[src/rtl/rpc2_ctrl_fifo_wr_status.sv]
// Write-side status stage of an async FIFO: synchronizes the read Gray pointer and
// produces registered full / almost_full / free count plus a sticky overflow flag.
module rpc2_ctrl_fifo_wr_status #(
  parameter int WIDTH        = 9,
  parameter int SYNC_STAGES  = 2,
  parameter int AFULL_THRESH = 4
) (
  input  logic             clk,
  input  logic             rst_n,
  input  logic             wr_req,
  input  logic [WIDTH-1:0] wr_gray_ptr,
  input  logic [WIDTH-1:0] wr_next_gray_ptr,
  input  logic [WIDTH-1:0] rd_gray_ptr,
  input  logic             ovf_clr,
  output logic             wr_inc,
  output logic             full,
  output logic             almost_full,
  output logic [WIDTH-1:0] free_cnt,
  output logic             wr_ovf
);

  localparam int               DEPTH    = 2 ** (WIDTH - 1);
  localparam logic [WIDTH-1:0] DEPTH_W  = WIDTH'(DEPTH);
  localparam logic [WIDTH-1:0] THRESH_W = WIDTH'(AFULL_THRESH);

  logic [WIDTH-1:0] sync_q [SYNC_STAGES];
  logic [WIDTH-1:0] rd_gray_s;
  logic [WIDTH-1:0] full_match;
  logic [WIDTH-1:0] used;
  logic [WIDTH-1:0] free_next;

  function automatic logic [WIDTH-1:0] gray2bin(input logic [WIDTH-1:0] g);
    logic [WIDTH-1:0] b;
    b[WIDTH-1] = g[WIDTH-1];
    for (int i = WIDTH - 2; i >= 0; i--) b[i] = b[i+1] ^ g[i];
    return b;
  endfunction

  // NOTE: the synchronizer array is reset like ordinary flops so the first
  // post-reset status sees an empty FIFO rather than an X pointer.
  always_ff @(posedge clk or negedge rst_n) begin
    if (!rst_n) begin
      for (int i = 0; i < SYNC_STAGES; i++) sync_q[i] <= '0;
    end else begin
      sync_q[0] <= rd_gray_ptr;
      for (int i = 1; i < SYNC_STAGES; i++) sync_q[i] <= sync_q[i-1];
    end
  end

  assign rd_gray_s = sync_q[SYNC_STAGES-1];

  // Full when the next write pointer sits exactly one lap ahead of the read pointer.
  assign full_match = {~rd_gray_s[WIDTH-1:WIDTH-2], rd_gray_s[WIDTH-3:0]};
  assign used       = gray2bin(wr_next_gray_ptr) - gray2bin(rd_gray_s);
  assign free_next  = DEPTH_W - used;

  // NOTE: wr_inc is combinational but only from wr_req and the full flop, so the
  // write counter feeding wr_next_gray_ptr back into us forms no loop.
  assign wr_inc = wr_req & ~full;

  always_ff @(posedge clk or negedge rst_n) begin
    if (!rst_n) begin
      full        <= 1'b0;
      almost_full <= 1'b0;
      free_cnt    <= DEPTH_W;
      wr_ovf      <= 1'b0;
    end else begin
      full        <= (wr_next_gray_ptr == full_match);
      almost_full <= (free_next <= THRESH_W);
      free_cnt    <= free_next;
      wr_ovf      <= (wr_req & full) | (wr_ovf & ~ovf_clr);
    end
  end

  // Equal pointers mean empty; a full flag at that moment means the pointers are corrupt.
  assert property (@(posedge clk) disable iff (!rst_n) (wr_gray_ptr == rd_gray_s) |-> !full)
    else $error("full asserted while write and synchronized read pointers are equal");

endmodule
[config.mk]
export PLATFORM = sky130hd
export DESIGN_NAME = rpc2_ctrl_fifo_wr_status
export DESIGN_NICKNAME = d
export VERILOG_FILES = /design/src/rtl/rpc2_ctrl_fifo_wr_status.sv
export SDC_FILE = /design/constraint.sdc
export NUM_CORES = 1
export LEC_CHECK = 0
export BUFFER_PORTS_ARGS = -buffer_cell sky130_fd_sc_hd__clkbuf_2
export CAP_MARGIN = 20
export CORE_UTILIZATION = 41
export DETAILED_ROUTE_END_ITERATION = 16
export PLACE_DENSITY = 0.61
export RECOVER_POWER = 50
export SETUP_SLACK_MARGIN = 0.1
export SYNTH_ARGS = -nofsm -noshare
export SYNTH_HDL_FRONTEND = slang
export SYNTH_SLANG_ARGS = --single-unit
export TNS_END_PERCENT = 10
[constraint.sdc]
create_clock -name clk -period 6.9 [get_ports clk]
set_input_delay 0.345 -clock clk [delete_from_list [all_inputs] [get_ports clk]]
set_output_delay 0.345 -clock clk [all_outputs]
set_load 0.03 [all_outputs]
==> results.toml <==
[critical_path]
end_kind = "flip-flop"
critPathKind = "reg2reg"
crit_path_max_fanout = 4
endpoint = "almost_full"
start_kind = "flip-flop"
r2r_end = "almost_full"
startpoint = "rd_gray_s[7]"
critical_path_required_ps = 7080
cp_data_arrival_time_ps = 4180
ff2ff_setup_slack_ps = 2900
r2r_start = "rd_gray_s[7]"
reg2reg_depth = 17

[clocking]
ctsHoldBuffers = 0
cts_resized = 0
cts_max_path_buffers = 2
clock_latency_ps = 280
cts_sinks = 30
cts_tree = "built"
post_cts_buffers = 0
path_clk_slew_ps = 60
htreeDepth = 2
cts-root-buf = "clkbuf_8"
cts_buffers = 5

[logic_synthesis]
synth-compound-area-share_pct = 5.344
synth_common_cells = "dfrtp_1 (29), xnor2_1 (19), ha_1 (15)"
synth_fa_ha_area_share_pct = 13.44
synth.most_common_cell = "dfrtp_1"
synth-xor-area-share_pct = 24.37
synth.area.mux_share_pct = 0
syn_inst = 119
synth_top_family_by_area = "XOR/XNOR gates"
yosys.area.top_type_share_pct = 46.96
netlist_area_sq_mm = 0.001545
ys_top_cells_by_area = "dfrtp_1 (47%), ha_1 (12%), xnor2_1 (11%)"
ys_seq_elements = 30
synth-simple-area-share_pct = 5.263
async_flop_share_pct = 100.0
yosys_warnings = 0
postSynthNetCount = 166
seq_area_frac_synth_pct = 48.66
ys_types = 25
synth-edff-count = 0
ys.flop_type = "dfrtp_1"
yosys.area.top_type = "dfrtp_1"
syn_area_per_cell_sq_um = 12.99

[global_routing]
grt_pass1_wl_um = 4250
antenna_found_initial = 0
first_global_vias = 1001
overflow = 0
grt_max_degree = 31
grt_use_total_pct = 14.06

[detailed_routing]
wl_met1_um = 893
wirelength_um = 2271
wl_per_cell_um = 10.97
ant_nets = 0
top_layer = "met4"
routed-wl-met3_um = 117
met2_length_um = 1221
drt_iter0_drc = 24
via_count = 945
drc = 0
drt-vias-per-instance = 4.565
firstDrtPassIters = 2

[hold_path]
hold_path_depth = 1
min-delay-path-class = "in2reg"
hold_path.startpoint = "rd_gray_ptr[7]"

[timing]
hold_viol_final = 0
tightest_slew_ps = 1492
post-route-period-util_pct = 57.92
finalWorstSetupSlack_ps = 2903
setup_viol = 0
max_freq_mhz = 250.2
layout_min_cycle_time_ps = 3997
rsz0062_at_grt = "no"
finalSetupTns_ps = 0
max_slew_margin_pct = 0.5095
slew_violations = 0
fin_skew_ps = 7.418
hold_ws_ps = 173.0

[status]
status = "finished, violations left"
failed_checks = "max-capacitance violations"

[floorplan]
fp.dieW_um = 63.39
io_pins = 44
die_h_um = 63.39
start_util_pct = 44.55
rows = 21
core_sq_mm = 0.003468
die_area_sq_mm = 0.004018

[placement]
hpwl_um = 1858
placedCellCount = 199
place_ws_ps = 2733
globalplace.congestion = 0.7515
portBuffers = 34

[power_and_ir_drop]
irDropWorstVdd_v = 0.0001659
p_leak_nw = 0.8916
p_per_area_mw_per_mm2 = 396.3

[final_layout]
fin_nets = 207
diodes = 0
fin_cells = 207
drive_above_1_share_pct = 31.06
area_growth_pct = 20.57
fin_util_pct = 53.72

[run]
maxCapViolCount = 1
==> stage by stage <==
stage / total power [W] / cell area [sq um]
4_1_cts: 0.0007507 / 1864
5_1_grt: 0.0008107 / 1863
3_3_place_gp: 0.0005945 / 1773
2_1_floorplan: 0.0005190 / 1545
6_report: 0.0007383 / 1863
3_5_place_dp: 0.0006037 / 1773
==> critical path, stage by stage (launching register included) <==
cell and delay, ps:
dfrtp_1 410, xor2_2 310, xnor2_4 190, xor2_2 230, xor2_2 210, xor2_1 250
xnor2_1 100, ha_1 180, inv_1 50, ha_1 150, inv_1 50, fa_1 390
nor2b_1 110, o21ai_0 90, a21boi_0 360, nor2_1 120, or4b_1 530, nor4_1 170
==> how the worst min path moves through the flow <==
| stage | endpoint | slack, ps |
|---|---|---|
| detailed placement | rd_gray_s[6] | 330 |
| global route | sync_q[16] | 150 |
| CTS | almost_full | 130 |
| floorplan | almost_full | 50 |
| global placement | rd_gray_s[3] | 330 |
| finish | sync_q[16] | 170 |
==> cell families after synthesis <==
logic type,after synthesis
AO/OA/AOI/OAI,14
XOR/XNOR,33
adder cells (fa/ha/maj),16
buffers and inverters,12
flip-flops,30
AND/OR/NAND/NOR,14
==> layout by cell type, fill, tap and decap left out, drive strengths merged <==
cell type  instances
or4b               1
nand4              2
nor2               1
a311o              1
inv               12
clkinv             1
dfrtp             29
xor3               1
clkbuf            41
a21boi             1
nor4               2
xor2              10
nor3               3
xnor2             22
a21o               1
a31oi              2
a21oi              2
nand2              2
ha                15
fa                 1
dfstp              1
nor3b              1
nor2b              2
o21ai              7
==> per-layer routing <==
layer  vias up  GRT usage, %
li1        473             -
met1       443         13.60
met2        25         25.93
met3         4         5.978
met4         0         5.398
met5         -             0
==> cell type report <==
type / count / area, sq um
flip-flops and latches: 30 / 752.0
repair buffers: 34 / 168.9
clock buffers: 7 / 86.33
clock inverters: 1 / 5.005
fillers: 319 / 1605
multi-input cells: 77 / 748.2
inverters: 12 / 45.04
well taps: 46 / 57.56
==> registers in the layout (all words and copies together), names as in the netlist <==
name,cells
almost_full,1
sync_q,9
rd_gray_s,9
free_cnt,9
full,1
wr_ovf,1
==> power by group <==
group | internal (W) | leakage, nW | switching (W)
Combinational | 0.000152 | 0.488 | 0.000220
Clock | 0.0000802 | 0.0482 | 0.0000605
Sequential | 0.000216 | 0.355 | 0.00000968
Total | 0.000448 | 0.892 | 0.000290
(Power assumes the default switching activity.)
